$ cat config.mk
export PLATFORM = sky130hd
export DESIGN_NAME = imem_fetch_ctrl
export DESIGN_NICKNAME = d
export VERILOG_FILES = /design/src/rtl/imem_pkg.sv /design/src/rtl/fetch_fifo.sv /design/src/rtl/imem_fetch_ctrl.sv
export SDC_FILE = /design/constraint.sdc
export NUM_CORES = 1
export LEC_CHECK = 0
export ABC_CLOCK_PERIOD_IN_PS = 4600
export BUFFER_PORTS_ARGS = -buffer_cell sky130_fd_sc_hd__buf_2
export CAP_MARGIN = 20
export CORE_UTILIZATION = 55
export CTS_CLUSTER_DIAMETER = 50
export DETAILED_ROUTE_END_ITERATION = 10
export MAX_ROUTING_LAYER = met4
export PLACE_DENSITY = 0.81
export SLEW_MARGIN = 20
export SYNTH_ARGS = -nofsm -noshare
export SYNTH_HDL_FRONTEND = slang
export SYNTH_HIERARCHICAL = 1
export SYNTH_SLANG_ARGS = --single-unit
$ cat constraint.sdc
create_clock -name clk -period 4.6 [get_ports clk]
set_clock_uncertainty 0.1 [all_clocks]
set_input_delay 0.46 -clock clk [delete_from_list [all_inputs] [get_ports clk]]
set_output_delay 0.46 -clock clk [all_outputs]
set_load 0.005 [all_outputs]
$ cat src/rtl/imem_pkg.sv
// Shared types and constants for the instruction-fetch controller.
// Latency: n/a (types and a pure helper function only).
// Backpressure: n/a.
package imem_pkg;

    localparam int ADDR_W = 15;
    localparam int DATA_W = 32;

    localparam logic [ADDR_W-1:0] RESET_PC = 15'h0000;

    // One buffered fetch: the instruction word and the byte address it came from.
    typedef struct packed {
        logic [ADDR_W-1:0] pc;
        logic [DATA_W-1:0] inst;
    } fetch_entry_t;

    // Force a byte address onto a 4-byte instruction boundary.
    function automatic logic [ADDR_W-1:0] word_align(input logic [ADDR_W-1:0] addr);
        return {addr[ADDR_W-1:2], 2'b00};
    endfunction

endpackage

$ cat src/rtl/fetch_fifo.sv
// Small FIFO of fetched {pc, inst} entries sitting between memory return and decode.
// Latency: a push is visible at the head the cycle after; head is read straight from storage.
// Backpressure: pushes beyond DEPTH are ignored unless a pop frees a slot the same cycle; flush empties it.
//
// Ports: clk/reset (sync, active-high); push/push_entry write the tail;
//        pop consumes the head; flush discards all entries; head/count report state.
module fetch_fifo
    import imem_pkg::*;
#(
    parameter int DEPTH = 2,
    localparam int PW = (DEPTH > 1) ? $clog2(DEPTH) : 1,
    localparam int CW = $clog2(DEPTH + 1)
) (
    input  logic          clk,
    input  logic          reset,
    input  logic          push,
    input  fetch_entry_t  push_entry,
    input  logic          pop,
    input  logic          flush,
    output fetch_entry_t  head,
    output logic [CW-1:0] count
);

    fetch_entry_t  mem [DEPTH];
    logic [PW-1:0] rd_ptr;
    logic [PW-1:0] wr_ptr;
    logic          do_push;
    logic          do_pop;

    // Pointers wrap explicitly so DEPTH need not be a power of two.
    function automatic logic [PW-1:0] ptr_inc(input logic [PW-1:0] p);
        return (p == PW'(DEPTH - 1)) ? '0 : p + PW'(1);
    endfunction

    assign do_pop  = pop && (count != '0);
    assign do_push = push && ((count < CW'(DEPTH)) || do_pop);
    assign head    = mem[rd_ptr];

    // Storage is cleared on reset so the head reads as zero until the first push.
    always_ff @(posedge clk) begin
        if (reset) begin
            rd_ptr <= '0;
            wr_ptr <= '0;
            count  <= '0;
            for (int i = 0; i < DEPTH; i++) begin
                mem[i] <= '0;
            end
        end else if (flush) begin
            rd_ptr <= '0;
            wr_ptr <= '0;
            count  <= '0;
        end else begin
            if (do_push) begin
                mem[wr_ptr] <= push_entry;
                wr_ptr      <= ptr_inc(wr_ptr);
            end
            if (do_pop) begin
                rd_ptr <= ptr_inc(rd_ptr);
            end
            unique case ({do_push, do_pop})
                2'b10:   count <= count + CW'(1);
                2'b01:   count <= count - CW'(1);
                default: count <= count;
            endcase
        end
    end

endmodule

$ cat src/rtl/imem_fetch_ctrl.sv
// Instruction-fetch controller: issues one word fetch per cycle, buffers returns, hands them to decode.
// Latency: issue in cycle t is presented with out_valid in cycle t+MEM_LAT+1; redirect target at r+MEM_LAT+2.
// Backpressure: issue stalls while buffered + in-flight fetches would exceed DEPTH; nothing is dropped.
//
// Ports: clk/reset (sync, active-high); imem_req/imem_addr/imem_data to the memory;
//        redirect_valid/redirect_pc from branch resolution; out_valid/out_ready/out_inst/out_pc
//        to decode; align_err is a sticky flag for misaligned redirect targets.
module imem_fetch_ctrl
    import imem_pkg::*;
#(
    parameter int                MEM_LAT  = 0,
    parameter int                DEPTH    = 2,
    parameter logic [ADDR_W-1:0] RESET_PC = imem_pkg::RESET_PC
) (
    input  logic              clk,
    input  logic              reset,
    output logic              imem_req,
    output logic [ADDR_W-1:0] imem_addr,
    input  logic [DATA_W-1:0] imem_data,
    input  logic              redirect_valid,
    input  logic [ADDR_W-1:0] redirect_pc,
    output logic              out_valid,
    input  logic              out_ready,
    output logic [DATA_W-1:0] out_inst,
    output logic [ADDR_W-1:0] out_pc,
    output logic              align_err
);

    localparam int CW = $clog2(DEPTH + 1);

    logic [ADDR_W-1:0] fetch_pc;
    logic              epoch;
    logic [CW-1:0]     count;
    logic [4:0]        inflight;
    logic [4:0]        occupancy;

    logic              ret_vld;
    logic              ret_ep;
    logic [ADDR_W-1:0] ret_pc;

    logic              push;
    logic              pop;
    fetch_entry_t      push_entry;
    fetch_entry_t      head;

    // Pops are deliberately not credited here: space is only reused once it is actually free.
    assign occupancy = 5'(count) + inflight;
    assign imem_req  = !reset && !redirect_valid && (occupancy < 5'(DEPTH));
    assign imem_addr = fetch_pc;

    always_ff @(posedge clk) begin
        if (reset) begin
            fetch_pc  <= RESET_PC;
            epoch     <= 1'b0;
            align_err <= 1'b0;
        end else if (redirect_valid) begin
            fetch_pc <= word_align(redirect_pc);
            epoch    <= ~epoch;
            if (redirect_pc[1:0] != 2'b00) begin
                align_err <= 1'b1;
            end
        end else if (imem_req) begin
            fetch_pc <= fetch_pc + ADDR_W'(4);
        end
    end

    generate
        if (MEM_LAT == 0) begin : g_comb_mem
            // Combinational memory: the word for this cycle's issue is already on imem_data.
            assign ret_vld  = imem_req;
            assign ret_pc   = fetch_pc;
            assign ret_ep   = epoch;
            assign inflight = '0;
        end else begin : g_tracker
            logic [MEM_LAT-1:0] trk_vld;
            logic [MEM_LAT-1:0] trk_ep;
            logic [ADDR_W-1:0]  trk_pc [MEM_LAT];

            always_ff @(posedge clk) begin
                if (reset) begin
                    trk_vld <= '0;
                    trk_ep  <= '0;
                    for (int i = 0; i < MEM_LAT; i++) begin
                        trk_pc[i] <= '0;
                    end
                end else begin
                    trk_vld[0] <= imem_req;
                    trk_ep[0]  <= epoch;
                    trk_pc[0]  <= fetch_pc;
                    for (int i = 1; i < MEM_LAT; i++) begin
                        trk_vld[i] <= trk_vld[i-1];
                        trk_ep[i]  <= trk_ep[i-1];
                        trk_pc[i]  <= trk_pc[i-1];
                    end
                end
            end

            // Stale-epoch fetches will be dropped, so they do not reserve buffer space.
            // This lets the redirect target issue the very next cycle.
            always_comb begin
                inflight = '0;
                for (int i = 0; i < MEM_LAT; i++) begin
                    if (trk_vld[i] && (trk_ep[i] == epoch)) begin
                        inflight = inflight + 5'd1;
                    end
                end
            end

            assign ret_vld = trk_vld[MEM_LAT-1];
            assign ret_pc  = trk_pc[MEM_LAT-1];
            assign ret_ep  = trk_ep[MEM_LAT-1];
        end
    endgenerate

    // A redirect outranks any return landing in the same cycle.
    assign push       = ret_vld && (ret_ep == epoch) && !redirect_valid;
    assign push_entry = '{pc: ret_pc, inst: imem_data};
    assign pop        = out_valid && out_ready;

    fetch_fifo #(
        .DEPTH (DEPTH)
    ) u_fifo (
        .clk        (clk),
        .reset      (reset),
        .push       (push),
        .push_entry (push_entry),
        .pop        (pop),
        .flush      (redirect_valid),
        .head       (head),
        .count      (count)
    );

    assign out_valid = (count != '0);
    assign out_inst  = head.inst;
    assign out_pc    = head.pc;

endmodule

==> results of run 1 <==
layer usage:
layer / track usage [%] / vias up
met5: - / -
met4: 7.807 / 0
met3: 7.376 / 13
met2: 34.89 / 116
met1: 25.22 / 1531
li1: - / 1560
per-stage QoR:
step / cells / total power, mW
final: 613 / 2.565
after global routing: 613 / 2.642
after CTS: 613 / 2.577
after detailed placement: 581 / 1.339
after global placement: 581 / 1.333
after floorplan: 382 / 1.266
critical path, delay by kind of cell (launching register included):
| kind | cells | cell delay (ns) |
|---|---|---|
| AND/OR/NAND/NOR | 5 | 1.46 |
| flip-flops | 1 | 0.61 |
| buffers and inverters | 1 | 0.40 |
report_power, final:
group          leakage [nW]  switching (mW)  internal [mW]
Sequential             1.13          0.0241           1.15
Clock                 0.273           0.431          0.816
Combinational          1.19          0.0735         0.0680
sequential cells by signal, summed over array words and instances (netlist names), named ones only:
signal and flops:
align_err 1, imem_addr 13, u_fifo/count 2, u_fifo/wr_ptr 1
u_fifo/rd_ptr 1, u_fifo/mem 94
area by class of cell:
type | instances | area (µm²) | area share, %
flip-flops and latches | 113 | 3207 | 51.07
multi-input cells | 240 | 1772 | 28.21
repair buffers | 115 | 580.6 | 9.245
clock buffers | 20 | 425.4 | 6.774
clock inverters | 12 | 141.4 | 2.251
well taps | 108 | 135.1 | 2.152
inverters | 5 | 18.77 | 0.2989
path summary, 6_finish.rpt:
path / start / endpoint / cells past startpoint
hold reg to reg: align_err / align_err / 2
hold / removal: redirect_pc[3] / imem_addr[3] / 3
setup reg to reg: u_fifo/count[1] / u_fifo/mem[0][22] / 6
setup / recovery: u_fifo/count[1] / u_fifo/mem[0][22] / 6
cells in the mapped netlist, types with 2 or more instances:
cell and number:
edfxtp_1 94, nand4_1 4, nor3_1 2, or2_2 3
buf_2 5, a211oi_1 5, nor4_4 2, xnor2_1 5
clkbuf_1 4, buf_4 2, inv_1 5, or3_1 3
buf_6 8, nand2b_1 2, nor2_1 10, and4_1 2
clkbuf_2 4, o21ai_0 3, xor2_1 7, ha_1 2
mux2_2 48, nand2_1 14, dfxtp_1 19, nand3_1 2
a21oi_1 11, and2_1 97
cells by family (layout without fill, tap and decap cells):
| logic type | count (synthesis) | count (layout) |
|---|---|---|
| simple gates | 148 | 148 |
| flops | 113 | 113 |
| mux | 49 | 49 |
| buf+inv | 29 | 152 |
| compound gates | 23 | 23 |
| xor+xnor | 12 | 12 |
| fa+ha+maj | 2 | 2 |
| other cells | 1 | 6 |
==> impl_metrics.env, run 1 <==
export IMPL_outcome="completed"
export IMPL_crit_path_top_delay_cell="or2_4"
export IMPL_ioPinCount=116
export IMPL_ys_ff_latch=113
export IMPL_wl_per_cell_um=15.80
export IMPL_rsz0062_at_grt="no"
export IMPL_drt_total_wl_um=9683
export IMPL_tns_ns=0
export IMPL_finalWorstSetupSlack_ns=1.616
export IMPL_clkTransAtPathRegs_ns=0.05
export IMPL_gp_congestion=0.8900
export IMPL_period_needed_ns=2.984
export IMPL_place_ws_ns=1.267
export IMPL_cts_tree="built"
export IMPL_hold_class="input pin to register"
export IMPL_overflow=0
export IMPL_synth_top_family_by_area="simple AND/OR/NAND/NOR gates"
export IMPL_n_fill_cell=598
export IMPL_grt_pass1_vias=3142
export IMPL_die_area_mm2=0.009734
export IMPL_synthMuxAreaShare_pct=10.71
export IMPL_fin_util_pct=70.63
export IMPL_synth_area_leaders="edfxtp_1, and2_1, mux2_2"
export IMPL_synth_edf_count=94
export IMPL_core_area_mm2=0.008891
export IMPL_cts_root_buf="clkbuf_8"
export IMPL_cp_cell_sequence="or2_2 > and2_1 > and2b_1 > nor4_4 > buf_4 > or2_4"
export IMPL_numCtsBuffers=17
export IMPL_die_w_um=98.66
export IMPL_cp_required_ns=4.64
export IMPL_tightestPinTransition_ns=0.6801
export IMPL_antenna_cells=0
export IMPL_top_layer="met4"
export IMPL_synth_warnings=6
export IMPL_placementRows=34
export IMPL_port_buffers=113
export IMPL_wl_met2_um=4768
export IMPL_htree_levels=4
export IMPL_p_per_area_mw_per_mm2=408.5
export IMPL_worstPathArrival_ns=3.02
export IMPL_mostFrequentLayoutCell="buf_2"
export IMPL_synth_top_flop_cell="edfxtp_1"
export IMPL_cts_sinks=113
export IMPL_wl_met1_um=4144
export IMPL_dp_hpwl_um=5845
export IMPL_clk_latency_ns=0.51
export IMPL_drive_gt1_share_pct=39.01
export IMPL_crit_type="register to register"
export IMPL_finalHoldViolCount=0
export IMPL_ir_drop_v=0.0002850
export IMPL_route_detailed_drc=0
export IMPL_slew_violations=0
export IMPL_synth_top_area_share_pct=54.93
export IMPL_fin_nets=545
export IMPL_grtUsageTotal_pct=21.60
export IMPL_yosysSeqAreaShare_pct=62.33
export IMPL_drt_first_pass_iters=4
export IMPL_area_growth_pct=22.21
export IMPL_die_h_um=98.66
export IMPL_synthArstFlopShare_pct=0
export IMPL_synth_area_leader_cell="edfxtp_1"
export IMPL_synthXorXnorAreaFrac_pct=2.045
export IMPL_ctsResizeCount=0
export IMPL_slew_limit_headroom_pct=54.66
export IMPL_postCtsSetupBuffers=0
export IMPL_leakagePower_nw=2.591
export IMPL_synthCells=377
export IMPL_num_vias=3220
export IMPL_max_stage_delay_ns=0.64
export IMPL_synth_compound_area_share_pct=2.703
export IMPL_crit_path_start_kind="register"
export IMPL_clk_path_buf_depth=2
export IMPL_cts_hold_buf=0
export IMPL_finalInstanceArea_mm2=0.006280
export IMPL_r2r_setup_slack_ns=1.62
export IMPL_antenna_found_initial=0
export IMPL_cap_violations=0
export IMPL_syn_area_mm2=0.005139
export IMPL_synth_cell_types=40
export IMPL_ant_nets=0
export IMPL_crit_path_end_kind="register"
export IMPL_post_drt_via_cell_ratio=5.253
export IMPL_grt_max_degree=49
export IMPL_synth_adder_area_share_pct=0.4870
export IMPL_first_iter_violations=119
export IMPL_wl_met3_um=636
export IMPL_setup_violations=0
export IMPL_initial_core_util_pct=57.80
export IMPL_fin_crit_sh_pct=64.87
export IMPL_synthSimpleGateAreaFrac_pct=17.99
export IMPL_critPathMaxFanout=48
export IMPL_layout_common_cells="buf_2, and2_1, edfxtp_1"
export IMPL_dpl_instance_area_mm2=0.005705
export IMPL_fmax_ghz=0.3351
export IMPL_whs_ns=0.1025
export IMPL_grt_pass1_wl_um=15130
export IMPL_syn_mean_instance_area_um2=13.63
Note: power is estimated with default switching activity, not from simulation.
==> run 2, diff against run 1 <==
--- a/config.mk
+++ b/config.mk
@@ -5,14 +5,14 @@
 export SDC_FILE = /design/constraint.sdc
 export NUM_CORES = 1
 export LEC_CHECK = 0
-export ABC_CLOCK_PERIOD_IN_PS = 4600
+export ABC_CLOCK_PERIOD_IN_PS = 2400
 export BUFFER_PORTS_ARGS = -buffer_cell sky130_fd_sc_hd__buf_2
 export CAP_MARGIN = 20
-export CORE_UTILIZATION = 55
+export CORE_UTILIZATION = 49
 export CTS_CLUSTER_DIAMETER = 50
 export DETAILED_ROUTE_END_ITERATION = 10
 export MAX_ROUTING_LAYER = met4
-export PLACE_DENSITY = 0.81
+export PLACE_DENSITY = 0.76
 export SLEW_MARGIN = 20
 export SYNTH_ARGS = -nofsm -noshare
 export SYNTH_HDL_FRONTEND = slang
==> constraint.sdc (replaced) <==
create_clock -name clk -period 2.4 [get_ports clk]
set_clock_uncertainty 0.1 [all_clocks]
set_input_delay 0.24 -clock clk [delete_from_list [all_inputs] [get_ports clk]]
set_output_delay 0.24 -clock clk [all_outputs]
set_load 0.005 [all_outputs]
==> impl_metrics.env, run 2 (same netlist as run 1, synthesis figures left out) <==
export IMPL_pwr_share_comb_pct=7.3
export IMPL_route_detailed_drc=0
export IMPL_layout_common_cells="buf_2, and2_1, edfxtp_1"
export IMPL_htree_levels=4
export IMPL_grt_pass1_wl_um=16470
export IMPL_tns_ns=0
export IMPL_reg2reg_to="u_fifo/count[1]"
export IMPL_overflow=0
export IMPL_ant_nets=0
export IMPL_postCtsSetupBuffers=0
export IMPL_antenna_cells=0
export IMPL_cts_tree="built"
export IMPL_port_buffers=113
export IMPL_crit_path_top_delay_cell="dfxtp_1"
export IMPL_cp_cell_sequence="or2_2 > and2_1 > and2b_1 > nand2b_1 > ha_1 > or3_1 > a21oi_1"
export IMPL_leakagePower_nw=2.795
export IMPL_fin_cells=694
export IMPL_clk_latency_ns=0.50
export IMPL_clk_path_buf_depth=2
export IMPL_grtUsageTotal_pct=20.23
export IMPL_critPathLaunch="u_fifo/count[0]"
export IMPL_clockPowerShare_pct=44.5
export IMPL_worstPathArrival_ns=2.58
export IMPL_die_area_mm2=0.01090
export IMPL_fmax_ghz=0.4431
export IMPL_fin_util_pct=66.25
export IMPL_slew_violations=0
export IMPL_switching_share_pct=21.04
export IMPL_largest_reg_flops=94
export IMPL_cts_root_buf="clkbuf_8"
export IMPL_crit_type="register to register"
export IMPL_drt_first_pass_iters=4
export IMPL_finalHoldViolCount=0
export IMPL_cp_endpoint="u_fifo/count[1]"
export IMPL_crit_path_start_kind="register"
export IMPL_period_needed_ns=2.257
export IMPL_numCtsBuffers=17
export IMPL_critPathMaxFanout=5
export IMPL_power_switching_mw=0.9861
export IMPL_r2r_setup_slack_ns=0.14
export IMPL_dp_cells=613
export IMPL_cp_required_ns=2.73
export IMPL_drive_gt1_share_pct=36.20
export IMPL_whs_ns=0.1164
export IMPL_first_iter_violations=112
export IMPL_power_internal_mw=3.700
export IMPL_die_h_um=104.4
export IMPL_setup_violations=0
export IMPL_outcome="completed"
export IMPL_ir_drop_v=0.0003792
export IMPL_rsz0062_at_grt="no"
export IMPL_wl_per_cell_um=15.45
export IMPL_reg2reg_from="u_fifo/count[0]"
export IMPL_p_per_area_mw_per_mm2=691.4
export IMPL_num_vias=3509
export IMPL_crit_path_end_kind="register"
export IMPL_core_area_mm2=0.01023
export IMPL_max_stage_delay_ns=0.35
export IMPL_mostFrequentLayoutCell="buf_2"
export IMPL_placementRows=37
export IMPL_fin_nets=598
export IMPL_hold_class="input pin to register"
export IMPL_gp_congestion=0.7838
export IMPL_area_growth_pct=31.90
export IMPL_initial_core_util_pct=50.23
export IMPL_drt_total_wl_um=10720
export IMPL_grt_max_degree=48
export IMPL_die_w_um=104.4
export IMPL_top_register="u_fifo/mem"
export IMPL_antenna_found_initial=0
export IMPL_ioPinCount=116
export IMPL_min_path_cells=4
export IMPL_dp_hpwl_um=5978
export IMPL_cts_sinks=113
export IMPL_seqPwrFrac_pct=48.1
export IMPL_fin_crit_sh_pct=94.02
export IMPL_reg2regPathDepth=7
export IMPL_grt_pass1_vias=3369
export IMPL_cap_violations=0
export IMPL_clkTransAtPathRegs_ns=0.05
export IMPL_post_drt_via_cell_ratio=5.056
[run 2: cell types whose count changed in the layout (fill, tap and decap cells not counted), moves of 2 or more]
cell	previous run	this run
dlygate4sd3_1	0	47
clkbuf_8	1	3
buf_4	2	5
or2_4	2	4
clkbuf_1	3	5
bufinv_16	3	0
clkinv_2	4	6
[run 2: final cells by class]
| cell class | count | area (µm²) |
|---|---|---|
| Tap cell | 136 | 170.2 |
| Sequential cell | 113 | 3204 |
| Fill cell | 761 | 3453 |
| Multi-Input combinational cell | 242 | 1789 |
| Clock inverter | 8 | 41.29 |
| Clock buffer | 24 | 460.4 |
| Timing Repair Buffer | 166 | 1094 |
| Inverter | 5 | 18.77 |
[run 2: power by group through the flow]
stage	logic, mW	registers (mW)	clock network [mW]
after global routing	0.374	2.26	2.21
final	0.343	2.26	2.09
after detailed placement	0.277	2.29	0
after CTS	0.338	2.26	2.13
after floorplan	0.148	2.28	0
after global placement	0.271	2.29	0
[run 2: worst min path at each step]
stage                         from      endpoint
floorplan           redirect_pc[3]  imem_addr[3]
global placement         align_err     align_err
detailed placement       align_err     align_err
CTS                 redirect_valid  imem_addr[8]
global route        redirect_valid  imem_addr[2]
finish              redirect_valid  imem_addr[2]
[run 2: worst max-delay path: cells and delay by family (launching register included)]
kind,cells,cell delay (ns)
adder cells (fa/ha/maj),1,0.26
flip-flops,1,0.35
AND/OR/NAND/NOR,5,1.33
AO/OA/AOI/OAI,1,0.15
[run 2: per-layer routing]
layer	global-route usage [%]	routed length (µm)	vias up	part of all wire, %
met2	34.01	5533	105	52
met3	5.576	547	4	5.1
met1	23.13	4606	1737	43
li1	-	-	1663	-
met5	-	0	-	0
met4	7.245	34	0	0.32
[run 2: what timing repair did]
item,in CTS,in global routing
gates resized for setup,0,2
endpoints found under the hold margin,78,0
hold buffers,47,0
endpoints found under the setup margin,0,94
[run 2: through the flow]
step                      power (mW)  instance area, µm²  setup slack, ns
after global routing           4.847                6778          0.05347
after CTS                      4.723                6760          0.02638
after floorplan                2.427                5162          0.08766
after detailed placement       2.570                5788          0.05111
final                          4.686                6778           0.1434
after global placement         2.557                5788           0.1587
